`config.mk`:
```
export PLATFORM = sky130hd
export DESIGN_NAME = motor_pid_sched
export DESIGN_NICKNAME = d
export VERILOG_FILES = /design/src/rtl/pid_sched_pkg.sv /design/src/rtl/pid_comp_core.sv /design/src/rtl/motor_pid_sched.sv
export SDC_FILE = /design/constraint.sdc
export NUM_CORES = 1
export LEC_CHECK = 0
export BUFFER_PORTS_ARGS = -buffer_cell sky130_fd_sc_hd__buf_2
export CAP_MARGIN = 10
export CORE_ASPECT_RATIO = 0.7
export CORE_MARGIN = 4
export CORE_UTILIZATION = 32
export DETAILED_ROUTE_END_ITERATION = 12
export GPL_TIMING_DRIVEN = 0
export PLACE_DENSITY = 0.57
export SLEW_MARGIN = 20
export SYNTH_ARGS = -nofsm -noshare
export SYNTH_HDL_FRONTEND = slang
export SYNTH_HIERARCHICAL = 1
export SYNTH_SLANG_ARGS = --single-unit
```
`constraint.sdc`:
```
create_clock -name clk -period 11.5 [get_ports clk]
set_input_delay 1.725 -clock clk [delete_from_list [all_inputs] [get_ports clk]]
set_output_delay 1.725 -clock clk [all_outputs]
set_load 0.02 [all_outputs]
```
`src/rtl/pid_sched_pkg.sv`:
```
// pid_sched_pkg: shared widths, FSM state type and saturation helper for the PID scheduler
package pid_sched_pkg;
  localparam int NUM_CH = 4;
  localparam int DW = 16;
  localparam int EW = DW + 1;
  localparam int CW = $clog2(NUM_CH);
  localparam logic signed [EW-1:0] MAXV = EW'(2 ** (DW - 1) - 1);
  localparam logic signed [EW-1:0] MINV = EW'(-(2 ** (DW - 1)));
  typedef enum logic [1:0] {IDLE, CALC, DONE} state_t;
  function automatic logic signed [DW-1:0] sat16(input logic signed [EW-1:0] x);
    return x > MAXV ? MAXV[DW-1:0] : x < MINV ? MINV[DW-1:0] : x[DW-1:0];
  endfunction
endpackage

```
`src/rtl/pid_comp_core.sv`:
```
// pid_comp_core: shared combinational compensator, one channel evaluated per use
module pid_comp_core
  import pid_sched_pkg::*;
(
  input  logic signed [DW-1:0] err_prev,
  input  logic signed [DW-1:0] acc_prev,
  input  logic signed [DW-1:0] set,
  input  logic signed [DW-1:0] sense,
  output logic signed [DW-1:0] mot_new,
  output logic signed [DW-1:0] err_new
);
  logic signed [EW-1:0] w_sum;
  logic signed [EW-1:0] w_diff;
  assign w_sum   = EW'(err_prev) + EW'(acc_prev >>> 2);
  assign w_diff  = EW'(set) - EW'(sense);
  assign mot_new = sat16(w_sum);
  assign err_new = sat16(w_diff);
endmodule

```
`src/rtl/motor_pid_sched.sv`:
```
// motor_pid_sched: time-shares one compensator over four motor channels per control tick
module motor_pid_sched
  import pid_sched_pkg::*;
(
  input  logic                   clk,
  input  logic                   reset,
  input  logic                   start,
  input  logic [NUM_CH-1:0]      en,
  input  logic [NUM_CH*DW-1:0]   rpm_set,
  input  logic [NUM_CH*DW-1:0]   rpm_sense,
  output logic [NUM_CH*DW-1:0]   mot_set,
  output logic                   busy,
  output logic                   done,
  output logic                   overrun
);
  state_t                   r_state;
  logic [CW-1:0]            r_ch;
  logic [NUM_CH-1:0]        r_en;
  logic [NUM_CH-1:0][DW-1:0] r_set;
  logic [NUM_CH-1:0][DW-1:0] r_sense;
  logic [NUM_CH-1:0][DW-1:0] r_err;
  logic [NUM_CH-1:0][DW-1:0] r_acc;
  logic signed [DW-1:0]     w_mot_new;
  logic signed [DW-1:0]     w_err_new;

  pid_comp_core u_core (
    .err_prev (r_err[r_ch]),
    .acc_prev (r_acc[r_ch]),
    .set      (r_set[r_ch]),
    .sense    (r_sense[r_ch]),
    .mot_new  (w_mot_new),
    .err_new  (w_err_new)
  );

  // DONE spans two cycles: first edge publishes mot_set, second retires busy
  always_ff @(posedge clk or posedge reset) begin
    if (reset) begin
      r_state <= IDLE;
      r_ch    <= '0;
      r_en    <= '0;
      r_set   <= '0;
      r_sense <= '0;
      r_err   <= '0;
      r_acc   <= '0;
      mot_set <= '0;
      busy    <= 1'b0;
      done    <= 1'b0;
      overrun <= 1'b0;
    end else begin
      if (start && r_state != IDLE) overrun <= 1'b1;
      case (r_state)
        IDLE: if (start) begin
          r_en    <= en;
          r_set   <= rpm_set;
          r_sense <= rpm_sense;
          r_ch    <= '0;
          busy    <= 1'b1;
          r_state <= CALC;
        end
        CALC: begin
          r_acc[r_ch] <= r_en[r_ch] ? w_mot_new : '0;
          r_err[r_ch] <= r_en[r_ch] ? w_err_new : '0;
          r_ch        <= r_ch + 1'b1;
          if (r_ch == CW'(NUM_CH - 1)) r_state <= DONE;
        end
        DONE: if (!done) begin
          mot_set <= r_acc;
          done    <= 1'b1;
        end else begin
          done    <= 1'b0;
          busy    <= 1'b0;
          r_state <= IDLE;
        end
        default: r_state <= IDLE;
      endcase
    end
  end
endmodule

```
==> flow_metrics.tcl <==
set metrics [dict create \
    clk_latency_ns 0.54 \
    timing.fmax_mhz 221.4 \
    reg2reg_from "r_ch[0]" \
    r2r-end "r_err[33]" \
    outcome "finished clean" \
    slowest_stage "mux4_2" \
    clk_pin_slew_worst_paths_ns 0.06 \
    post_cts_resized 0 \
    worst_slew_pin_slew_ns 0.8522 \
    critPathMaxStageDelay_ns 0.59 \
    reg2reg_depth 16 \
    portBuffers 201 \
    cts_tree "built" \
    setup_violations 0 \
    holdPathStages 1 \
    initial_core_util 0.3254 \
    post-place-ws_ns 6.945 \
    vias_per_cell 5.011 \
    wirelength_um 44100 \
    fp.coreArea_um2 48030 \
    cp.required_ns 11.94 \
    grtUsageTotal 0.1692 \
    dieArea_um2 52500 \
    die_height_um 192.9 \
    dp_hpwl_um 32870 \
    whs_endpoint "overrun" \
    synth_fp_nets 1414 \
    diodes 0 \
    die_w_um 272.2 \
    worstSetupPathType "flip-flop to flip-flop" \
    hold_path.class "flip-flop to flip-flop" \
    layout-drive-gt1-share 0.3917 \
    fin_worst_skew_ns 0.02508 \
    final_util 0.3931 \
    grt_max_degree 94 \
    grt_pass1_wl_um 68810 \
    synth_area_per_cell_um2 12.60 \
    netlist_instances 1241 \
    finalCritPeriodShare 0.3928 \
    maxSlewViolCount 0 \
    numClockSinks 331 \
    path_buf_inv 4 \
    vias 10869 \
    cts_buffers 38 \
    ctsRootBufferMaster "clkbuf_16" \
    htree_levels 2 \
    ioPinCount 202 \
    wl_per_cell_um 20.33 \
    place.gp.congestion 0.8612 \
    r2r_slack_ns 6.98 \
    slew_headroom 0.4319 \
    syn_to_final_growth_pct 20.81 \
    finalSetupTns_ns 0 \
    post_cts_buffers 0 \
    hp-start "overrun" \
    drt-initial-drc-count 730 \
    num_rows 67 \
    worstSetupPathDepth 16 \
    arrival_ns 4.95 \
    cap_viol_max_count 0 \
    netlist_area_um2 15630 \
    path_cells "buf_2 > buf_4 > buf_4 > mux4_2 > ha_1 > fa_1 > nand2b_1 > a211oi_2 > o21ai_2 > a21oi_1 > a32o_2 > nor2_2 > buf_6 > a21oi_1 > nand2_1 > o21ai_0" \
    antenna_found_initial 3 \
    cpLargestDelayFamily "compound AO/OA/AOI/OAI gates" \
    synth_warnings 6 \
    cp-start-kind "flip-flop" \
    fin_crit_ns 4.517 \
    drc 0 \
    holdBufCountCts 0 \
    grt_setup_unrepaired "false" \
    grt.overflow.total 0 \
    cp-end-kind "flip-flop" \
    firstDrtPassIters 5 \
    grt_pass1_vias 11375 \
    cts_buffer_depth 3 \
    nNetsFinal 1658 \
    crit_fanout 10 \
    detail-route-antenna-nets 0 \
    final_hold_viol_count 0 \
    fin_ws_ns 6.983 \
]
[area by class of cell]
cell class / count / area [um^2]
repair buffers: 204 / 1089
clock buffers: 55 / 1179
fillers: 4641 / 29150
inverters: 33 / 131.4
plain buffers: 71 / 409.1
well taps: 655 / 819.5
clock inverters: 14 / 158.9
flip-flops and latches: 331 / 8283
multi-input cells: 806 / 6815
[per-stage QoR]
stage	instance area [um^2]	hold slack [ns]	std cells
finish	18880	0.4774	2169
global route	18880	0.4943	2169
CTS	18880	0.4808	2169
detailed placement	17550	0.4609	2100
global placement	17460	0.4481	2097
floorplan	15630	0.4444	1241
[registers in the layout (all words and copies together) (netlist names)]
signal and cells:
mot_set 64, busy 1, r_ch 2, done 1, r_acc 64, r_sense 64, r_set 64, r_state 2
overrun 1, r_en 4, r_err 64
[layout by cell type, fill, tap and decap left out, types with 7 or more instances in the layout]
master     count
clkbuf_1      28
nand2b_1      13
o21ai_0      149
mux2_1        14
inv_1         31
buf_2        225
a21oi_1       39
xor2_1        11
mux4_2        63
nor2_1        16
o21ai_2       11
buf_4         16
nand3_1        8
nand2_1      181
clkinv_2       8
buf_6          7
mux2_2       182
xnor2_1       11
clkbuf_8      10
clkbuf_16     41
dfrtp_1      331
ha_1          36
[routing by layer]
metal | up-vias | GRT usage | wire (um)
li1 | 4929 | - | -
met1 | 5590 | 0.2491 | 21150
met2 | 283 | 0.2560 | 19280
met3 | 61 | 0.04114 | 2801
met4 | 6 | 0.03400 | 833
met5 | - | 0 | 34
[how the worst max path moves through the flow]
| stage | slack, ns | to | from |
|---|---|---|---|
| 2_1_floorplan | 0.61 | busy | reset |
| 3_3_place_gp | -3.24 | r_sense[42] | reset |
| 3_5_place_dp | 6.95 | r_err[33] | r_ch[0] |
| 4_1_cts | 6.92 | r_err[33] | r_ch[0] |
| 5_1_grt | 6.61 | r_err[49] | r_ch[0] |
| 6_report | 6.98 | r_err[33] | r_ch[0] |
Power is not shown: default switching activity piles up to over one toggle a cycle in this logic, so the estimate is an artifact.
